$ cat config.mk
export PLATFORM = sky130hd
export DESIGN_NAME = poly_operand_driver
export DESIGN_NICKNAME = d
export VERILOG_FILES = /design/src/rtl/poly_pkg.sv /design/src/rtl/poly_operand_driver_phase_timer.sv /design/src/rtl/poly_operand_driver.sv
export SDC_FILE = /design/constraint.sdc
export NUM_CORES = 1
export LEC_CHECK = 0
export BUFFER_PORTS_ARGS = -buffer_cell sky130_fd_sc_hd__buf_4
export CAP_MARGIN = 20
export CORE_MARGIN = 1
export CORE_UTILIZATION = 38
export CTS_CLUSTER_DIAMETER = 80
export CTS_CLUSTER_SIZE = 10
export DETAILED_ROUTE_END_ITERATION = 7
export HOLD_SLACK_MARGIN = 0.03
export PLACE_DENSITY_LB_ADDON = 0.2
export SETUP_SLACK_MARGIN = 0.02
export SYNTH_ARGS = -nofsm -noshare
export SYNTH_HDL_FRONTEND = slang
export SYNTH_HIERARCHICAL = 1
export SYNTH_SLANG_ARGS = --single-unit
$ cat constraint.sdc
create_clock -name clk_i -period 2 [get_ports clk_i]
set_clock_uncertainty 0.15 [all_clocks]
set_input_delay 0.2 -clock clk_i [delete_from_list [all_inputs] [get_ports clk_i]]
set_output_delay 0.2 -clock clk_i [all_outputs]
set_load 0.01 [all_outputs]
$ cat src/rtl/poly_pkg.sv
// Shared types and helpers for the polynomial evaluator operand driver.
package poly_pkg;

    typedef enum logic [2:0] {
        S_IDLE     = 3'd0,
        S_PRESENT  = 3'd1,
        S_RELEASE  = 3'd2,
        S_WAIT_RES = 3'd3,
        S_DONE     = 3'd4
    } state_e;

    typedef enum logic [1:0] {
        OP_A = 2'd0,
        OP_B = 2'd1,
        OP_C = 2'd2,
        OP_X = 2'd3
    } op_idx_e;

    localparam int unsigned NUM_OPS    = 4;
    localparam int unsigned DEF_DATA_W = 8;

    // LSB of operand idx inside the packed {A,B,C,X} word (A sits in the MSBs)
    function automatic int unsigned op_lsb(input int unsigned idx, input int unsigned w);
        return (NUM_OPS - 1 - idx) * w;
    endfunction

    function automatic int unsigned max3(input int unsigned a, input int unsigned b,
                                         input int unsigned c);
        int unsigned m;
        m = (a > b) ? a : b;
        return (m > c) ? m : c;
    endfunction

endpackage

$ cat src/rtl/poly_operand_driver_phase_timer.sv
// Loadable down-counter; expire_o is high while the count is at its last cycle (or idle at 0).
module phase_timer #(
    parameter int unsigned WIDTH = 5
) (
    input  logic             clk_i,
    input  logic             reset_i,
    input  logic             load_i,
    input  logic [WIDTH-1:0] load_val_i,
    output logic             expire_o
);

    logic [WIDTH-1:0] cnt_q, cnt_d;
    logic             expire_q;

    always_comb begin
        cnt_d = cnt_q;
        if (load_i) begin
            cnt_d = load_val_i;
        end else if (cnt_q != '0) begin
            cnt_d = cnt_q - WIDTH'(1);
        end
    end

    // expire is registered alongside the count so it always reflects cnt_q <= 1
    always_ff @(posedge clk_i) begin
        if (reset_i) begin
            cnt_q    <= '0;
            expire_q <= 1'b1;
        end else begin
            cnt_q    <= cnt_d;
            expire_q <= (cnt_d <= WIDTH'(1));
        end
    end

    assign expire_o = expire_q;

endmodule

$ cat src/rtl/poly_operand_driver.sv
// Drives operands A,B,C,X onto the evaluator Go/DataIn handshake, then waits for and
// captures the result, flagging a sticky Error if it does not arrive in time.
module poly_operand_driver
    import poly_pkg::*;
#(
    parameter int unsigned DATA_WIDTH     = DEF_DATA_W,
    parameter int unsigned GO_HIGH_CYCLES = 2,
    parameter int unsigned GO_LOW_CYCLES  = 2,
    parameter int unsigned TIMEOUT_CYCLES = 16
) (
    input  logic                          clk_i,
    input  logic                          reset_i,
    input  logic                          start_i,
    input  logic [NUM_OPS*DATA_WIDTH-1:0] operands_i,
    output logic                          busy_o,
    output logic                          go_o,
    output logic [DATA_WIDTH-1:0]         data_out_o,
    input  logic [DATA_WIDTH-1:0]         result_in_i,
    input  logic                          result_valid_i,
    output logic [DATA_WIDTH-1:0]         result_o,
    output logic                          done_o,
    output logic                          error_o
);

    localparam int unsigned CNT_MAX = max3(GO_HIGH_CYCLES, GO_LOW_CYCLES, TIMEOUT_CYCLES);
    localparam int unsigned CNT_W   = $clog2(CNT_MAX + 1);

    if (GO_HIGH_CYCLES == 0) begin : g_bad_high
        $error("GO_HIGH_CYCLES must be at least 1");
    end
    if (GO_LOW_CYCLES == 0 || GO_LOW_CYCLES > 5) begin : g_bad_low
        $error("GO_LOW_CYCLES must be in 1..5");
    end
    if (TIMEOUT_CYCLES == 0) begin : g_bad_timeout
        $error("TIMEOUT_CYCLES must be at least 1");
    end

    state_e                          state_q, state_d;
    op_idx_e                         idx_q, idx_d;
    logic [NUM_OPS*DATA_WIDTH-1:0]   ops_q, ops_d;
    logic                            go_q, go_d;
    logic                            busy_q, busy_d;
    logic [DATA_WIDTH-1:0]           data_q, data_d;
    logic [DATA_WIDTH-1:0]           result_q, result_d;
    logic                            done_q, done_d;
    logic                            error_q, error_d;
    logic                            tmr_load_c;
    logic [CNT_W-1:0]                tmr_val_c;
    logic                            tmr_expire;
    op_idx_e                         idx_next_c;

    logic [DATA_WIDTH-1:0] in_ops  [NUM_OPS];
    logic [DATA_WIDTH-1:0] lat_ops [NUM_OPS];

    for (genvar i = 0; i < NUM_OPS; i++) begin : g_unpack
        assign in_ops[i]  = operands_i[op_lsb(i, DATA_WIDTH) +: DATA_WIDTH];
        assign lat_ops[i] = ops_q[op_lsb(i, DATA_WIDTH) +: DATA_WIDTH];
    end

    assign idx_next_c = op_idx_e'(idx_q + 2'd1);

    phase_timer #(.WIDTH(CNT_W)) u_timer (
        .clk_i      (clk_i),
        .reset_i    (reset_i),
        .load_i     (tmr_load_c),
        .load_val_i (tmr_val_c),
        .expire_o   (tmr_expire)
    );

    // Next-state and registered-output logic; timer is reloaded on every state entry
    always_comb begin
        state_d    = state_q;
        idx_d      = idx_q;
        ops_d      = ops_q;
        data_d     = data_q;
        result_d   = result_q;
        error_d    = error_q;
        go_d       = 1'b0;
        busy_d     = 1'b0;
        done_d     = 1'b0;
        tmr_load_c = 1'b0;
        tmr_val_c  = '0;

        unique case (state_q)
            S_IDLE: begin
                if (start_i) begin
                    ops_d      = operands_i;
                    idx_d      = OP_A;
                    error_d    = 1'b0;
                    data_d     = in_ops[OP_A];
                    go_d       = 1'b1;
                    busy_d     = 1'b1;
                    state_d    = S_PRESENT;
                    tmr_load_c = 1'b1;
                    tmr_val_c  = CNT_W'(GO_HIGH_CYCLES);
                end
            end
            S_PRESENT: begin
                busy_d = 1'b1;
                go_d   = 1'b1;
                if (tmr_expire) begin
                    go_d       = 1'b0;
                    state_d    = S_RELEASE;
                    tmr_load_c = 1'b1;
                    tmr_val_c  = CNT_W'(GO_LOW_CYCLES);
                end
            end
            S_RELEASE: begin
                busy_d = 1'b1;
                if (tmr_expire) begin
                    tmr_load_c = 1'b1;
                    if (idx_q == OP_X) begin
                        state_d   = S_WAIT_RES;
                        tmr_val_c = CNT_W'(TIMEOUT_CYCLES);
                    end else begin
                        idx_d     = idx_next_c;
                        data_d    = lat_ops[idx_next_c];
                        go_d      = 1'b1;
                        state_d   = S_PRESENT;
                        tmr_val_c = CNT_W'(GO_HIGH_CYCLES);
                    end
                end
            end
            S_WAIT_RES: begin
                busy_d = 1'b1;
                // A result arriving on the expiry cycle still wins over the timeout
                if (result_valid_i) begin
                    result_d = result_in_i;
                    done_d   = 1'b1;
                    busy_d   = 1'b0;
                    state_d  = S_DONE;
                end else if (tmr_expire) begin
                    error_d = 1'b1;
                    busy_d  = 1'b0;
                    state_d = S_IDLE;
                end
            end
            S_DONE: begin
                state_d = S_IDLE;
            end
            default: begin
                state_d = S_IDLE;
            end
        endcase
    end

    always_ff @(posedge clk_i) begin
        if (reset_i) begin
            state_q  <= S_IDLE;
            idx_q    <= OP_A;
            ops_q    <= '0;
            go_q     <= 1'b0;
            busy_q   <= 1'b0;
            data_q   <= '0;
            result_q <= '0;
            done_q   <= 1'b0;
            error_q  <= 1'b0;
        end else begin
            state_q  <= state_d;
            idx_q    <= idx_d;
            ops_q    <= ops_d;
            go_q     <= go_d;
            busy_q   <= busy_d;
            data_q   <= data_d;
            result_q <= result_d;
            done_q   <= done_d;
            error_q  <= error_d;
        end
    end

    assign busy_o     = busy_q;
    assign go_o       = go_q;
    assign data_out_o = data_q;
    assign result_o   = result_q;
    assign done_o     = done_q;
    assign error_o    = error_q;

endmodule

### Word level (Yosys, flattened, before mapping)

Index checks and enable logic that the tools add are counted.

| storage, ports and cells | value |
|---|---|
| register bits | 63 |
| input bits | 44 |
| output and inout port bits | 20 |

| cells by class | value |
|---|---|
| add/sub/neg operators | 2 |
| magnitude comparators | 2 |
| eq/ne operators | 11 |
| mux-type cells | 39 |
| bitwise logic cells | 2 |
| reductions and logical operators | 11 |

Operator list:

| kind | count |
|---|---|
| 2-to-1 mux 8 bit | 5 |
| 2-to-1 mux 5 bit | 4 |
| binary-select mux 8 bit (select 2 bit) | 1 |
| one-hot mux 8 bit (2 select lines) | 1 |
| 2-to-1 mux 3 bit | 5 |
| one-hot mux 5 bit (3 select lines) | 1 |
| 2-to-1 mux 2 bit | 6 |
| one-hot mux 3 bit (4 select lines) | 1 |
| AND reduction 4 bit | 3 |
| 2-to-1 mux 1 bit | 10 |
| equality test 3 x 2 -> 1 bit, second input constant | 2 |
| inequality test 2 x 1 -> 1 bit, second input constant | 3 |
| inequality test 2 bit, second input constant | 3 |
| one-hot mux 1 bit (3 select lines) | 2 |
| <= comparator 5 x 1 -> 1 bit, second input constant | 1 |
| nonzero test 5 bit | 1 |
| subtractor 5 x 1 -> 5 bit, second input constant | 1 |
| one-hot mux 1 bit (2 select lines) | 2 |
| one-hot mux 2 bit (2 select lines) | 1 |
| AND reduction 2 bit | 2 |
| nonzero test 2 bit | 2 |
| OR reduction 2 bit | 2 |
| equality test 3 x 1 -> 1 bit, second input constant | 1 |
| >= comparator 3 bit, second input constant | 1 |
| 6 further kinds | 6 |

### Logic depth before layout (Yosys ltp)

| logic depth | value |
|---|---|
| word-level depth | 8 |
| gate-level depth with buffers | 9 |

### Modules after synthesis

The synthesis kept the hierarchy.

Modules (own cells, without submodules):

| module | times used | cells each | area each (um2) | seq. area each (um2) |
|---|---|---|---|---|
| poly_operand_driver | 1 | 283 | 2414.8 | 1141.1 |
| phase_timer | 1 | 34 | 315.3 | 120.1 |

### Worst setup path after synthesis

Ideal clock, no wire load.

| timing | value |
|---|---|
| path type | register to register |
| start | register state_q[0] |
| end | register u_timer.expire_q (netlist: u_timer/expire_o) |
| setup time | 0.122 ns |
| arrival time | 1.622 ns |
| required time | 1.728 ns |
| setup slack | 0.106 ns |
| cell stages (with the launch flop) | 8 |
| buffers on the path | 2 |
| cell sequence | dfxtp_1 -> buf_4 -> a21o_1 -> a21oi_1 -> buf_2 -> or4_1 -> o211ai_1 -> nor4_2 |

| between the ends | value |
|---|---|
| cells in the longest elaborated chain, start to end | 5 |

Ends and longest elaborated chain:

| item | line | RTL |
|---|---|---|
| from (decl) | poly_operand_driver.sv:38 | `state_e state_q, state_d;` |
| from (signal assigned) | poly_operand_driver.sv:159 | `state_q <= state_d;` |
| equality test 3 x 2 -> 1 bit / equality test 3 x 1 -> 1 bit (equally long branches) | poly_operand_driver.sv:84 | `unique case (state_q)` |
| OR reduction 2 bit (no source line) | n/a |  |
| one-hot mux 1 bit (2 select lines) * | poly_operand_driver.sv:84 |  |
| via tmr_load_c | poly_operand_driver.sv:47 | `logic tmr_load_c;` |
| 2-to-1 mux 5 bit * | poly_operand_driver_phase_timer.sv:17 | `if (load_i) begin` |
| <= comparator 5 x 1 -> 1 bit * | poly_operand_driver_phase_timer.sv:31 | `expire_q <= (cnt_d <= WIDTH'(1));` |
| to (signal assigned) | poly_operand_driver_phase_timer.sv:31 |  |
| to (decl) | poly_operand_driver_phase_timer.sv:13 | `logic expire_q;` |

Mark *: on every way through the listed nets, which the timed path passes. The rest lies on a longest branch.
A chain may end at the register's enable or synchronous reset.

### Final worst setup path

| timing | value |
|---|---|
| start | register state_q[1] |
| end | register u_timer.expire_q (netlist: u_timer/expire_o) |

Same word-level chain as after synthesis.

==> results.py <==
metrics = {
    "hold_path": {
        "hold_class": "in -> reg",
        "holdPathEnd": "state_q[0]",
        "hold_path.startpoint": "result_valid_i",
        "hold_depth": 4,
    },
    "sta": {
        "setup_slack_ns": 0.09719,
        "setup_tns_ns": 0,
        "drv_slew": 0,
        "fmax_mhz": 525.5,
        "rsz0062_at_grt": "false",
        "hold_violations": 0,
        "period_minus_slack_ns": 1.903,
        "hold_slack_ns": 0.05836,
        "min_period_over_period_pct": 95.14,
        "setup_violations": 0,
    },
    "power_and_ir_drop": {
        "swShare_pct": 29.37,
        "vdd.ir_drop.worst_mv": 0.3738,
        "p_clk_share_pct": 31.8,
        "switchingPower_uw": 1171,
        "p_int_uw": 2816,
        "comb_power_share_pct": 29.2,
        "seqPwrFrac_pct": 39.0,
        "powerDensity_mw_per_mm2": 988.4,
        "p_leak_uw": 0.001638,
    },
    "placed_design": {
        "place_ws_ns": -0.004414,
        "portBuffers": 63,
        "place.gp.congestion": 0.7448,
        "place_hpwl_microns": 4364,
        "placed_cells": 474,
    },
    "yosys": {
        "ys_seq_area_share_pct": 46.20,
        "synth.distinct_cells": 42,
        "yosys.area.top_type_share_pct": 46.20,
        "syn_area_per_cell_sq_um": 8.612,
        "synth_seq_cells": 63,
        "synthTopCellsByArea": "dfxtp_1 (46%), nand2_1 (14%), a21oi_1 (9.0%)",
        "synth_area_sq_mm": 0.002730,
        "yosys_warnings": 6,
        "yosysTopAreaCell": "dfxtp_1",
        "synthCells": 317,
    },
    "drt": {
        "drt_first_pass_iters": 4,
        "drt_iter0_markers": 108,
        "ant_nets": 0,
        "vias_per_cell": 4.789,
        "drc": 0,
        "avgRoutedWirePerCell_microns": 12.50,
        "routed_wl_microns": 6625,
        "vias": 2538,
    },
    "job": {
        "maxCapViolCount": 0,
    },
    "setup_path": {
        "path_buf_inv": 1,
        "startpoint_type": "register",
        "path_cells": "nand2b_1 > a21o_1 > a21oi_4 > buf_4 > or3_2 > a21oi_4 > nor4_2",
        "rrSetupSlack_ns": 0.1,
        "r2r_end": "u_timer/expire_o",
        "critPathMaxFanout": 5,
        "reg2reg_depth": 7,
        "crit_slowest_cell": "or3_2",
        "worst_path_largest_cell_delay_ns": 0.50,
        "worstSetupPathType": "reg -> reg",
        "cp.arrival_ns": 1.97,
        "worstPathRequired_ns": 2.07,
        "cp_common_cell": "a21oi_4",
        "cp_top_family": "simple AND/OR/NAND/NOR gates",
        "r2r_start": "state_q[1]",
        "cp-end-kind": "register",
    },
    "die": {
        "rows": 30,
        "die_h_microns": 86.76,
        "start_util_pct": 39.74,
        "die_area_sq_mm": 0.007527,
        "fp.dieW_microns": 86.76,
        "pin_count": 64,
        "core_sq_mm": 0.006869,
    },
    "final_layout": {
        "finalNetCount": 476,
        "num_antenna_cells": 0,
        "syn_to_final_growth_pct": 47.75,
        "layout.cells.non_filler": 530,
        "drive_above_1_share_pct": 28.80,
    },
    "cts": {
        "cts_max_path_buffers": 2,
        "clk_latency_ns": 0.33,
        "cts_inserted_buffers": 9,
        "clk_pin_slew_ns": 0.07,
        "cts_sinks": 63,
        "cts_root_buf": "clkbuf_8",
        "h-tree-depth": 3,
        "tritoncts": "yes",
    },
    "grt": {
        "grt_max_degree": 39,
        "overflow": 0,
        "grt_pass1_vias": 2417,
        "grt_pass1_wl_microns": 10960,
        "antenna_found_initial": 0,
        "grtUsageTotal_pct": 18.89,
    },
    "outcome": {
        "status": "finished, final reports clean",
    },
}
-- worst register-to-register path: stages, from the launching register on --
cell and delay [ns]:
dfxtp_2 0.36, nand2b_1 0.14, a21o_1 0.19, a21oi_4 0.09, buf_4 0.15, or3_2 0.50
a21oi_4 0.15, nor4_2 0.05
-- state kept, by name, summed over array words and instances, names as in the netlist --
name and count:
done_o 1, state_q 3, busy_o 1, data_out_o 8, lat_ops 32, u_timer/expire_o 1
result_o 8, go_o 1, u_timer/cnt_q 5, error_o 1, idx_q 2
-- layout make-up --
| class | instances | area, sq um |
|---|---|---|
| Inverter | 8 | 30.03 |
| Tap cell | 96 | 120.1 |
| Clock inverter | 3 | 65.06 |
| Fill cell | 625 | 2835 |
| Sequential cell | 63 | 1262 |
| Multi-Input combinational cell | 226 | 1363 |
| Clock buffer | 12 | 165.2 |
| Timing Repair Buffer | 122 | 1028 |
-- timing repair --
item	4_1_cts	5_1_grt
endpoints found under the hold margin	48	0
hold buffers	40	0
setup endpoints to repair	1	1
setup buffers	0	1
pin swaps	0	0
gates resized for setup	2	3
-- Yosys cell counts, drive strengths merged --
cell type,instances
a21o,1
nor2,13
or4,1
nor3,6
clkbuf,7
nor4b,1
o21ai,2
a2111oi,1
nand3b,2
o311ai,1
o211ai,1
xor2,1
mux4,8
a211oi,3
nand4,2
or3b,1
dfxtp,63
nand2,104
a32o,1
ha,2
nor4,1
xnor2,2
a21oi,49
or3,3
o22ai,1
conb,1
nand2b,3
buf,15
inv,8
nand3,1
a311oi,8
o21bai,1
mux2i,1
nor3b,2
-- power by group through the flow --
stage          Sequential, uW  Combinational [uW]  Clock, uW
2_1_floorplan            1570                 692          0
3_3_place_gp             1580                1050          0
3_5_place_dp             1580                1070          0
4_1_cts                  1550                1150       1290
5_1_grt                  1580                1280       1340
6_report                 1560                1170       1270
-- how the worst max path moves through the flow --
stage / startpoint / to / cells after the start
floorplan: state_q[0] / u_timer/expire_o / 7
global placement: state_q[1] / u_timer/expire_o / 7
detailed placement: state_q[1] / u_timer/expire_o / 7
CTS: state_q[1] / u_timer/expire_o / 7
global route: state_q[1] / u_timer/expire_o / 7
finish: state_q[1] / u_timer/expire_o / 7
-- cell families after synthesis --
group                      Yosys count  synth area share (%)
AOI/OAI and AO/OA                   69                 15.90
xor gates and xnor gates             3                0.9626
adders and majority gates            2                0.9164
buffers and inverters               30                 5.225
DFF                                 63                 46.20
muxes                                9                 6.966
other                                1                0.1374
and+or+nand+nor                    140                 23.69
-- cell usage in the layout (no fill, tap or decap), types with 2 or more instances in the layout --
| cell | n |
|---|---|
| nand3b_1 | 2 |
| a21oi_4 | 2 |
| buf_4 | 81 |
| a311oi_2 | 3 |
| mux4_2 | 8 |
| nor3_1 | 4 |
| or3_1 | 2 |
| nand4_1 | 2 |
| nor2_2 | 5 |
| conb_1 | 3 |
| nand2_1 | 104 |
| bufinv_16 | 2 |
| ha_1 | 2 |
| o21ai_0 | 2 |
| nand2b_1 | 3 |
| nor2_1 | 8 |
| a311oi_1 | 5 |
| dlygate4sd3_1 | 40 |
| xnor2_1 | 2 |
| inv_1 | 8 |
| clkbuf_8 | 12 |
| dfxtp_1 | 62 |
| a211oi_1 | 2 |
| a21oi_1 | 47 |
-- stage by stage --
step	utilization, %	power, uW	instance area [sq um]
2_1_floorplan	-	2267	2738
3_3_place_gp	49.09	2627	3372
3_5_place_dp	49.09	2648	3372
4_1_cts	58.38	3987	4010
5_1_grt	58.73	4203	4034
6_report	58.73	3987	4034
-- routing by layer --
layer  GRT usage, %  vias to the layer above  part of all wire, %
li1               -                     1307                    -
met1          24.33                     1162                   47
met2          29.73                       54                   47
met3          5.048                       15                  3.7
met4          8.485                        0                  2.3
met5              0                        -                    0
Note: power is estimated with default switching activity, not from simulation.
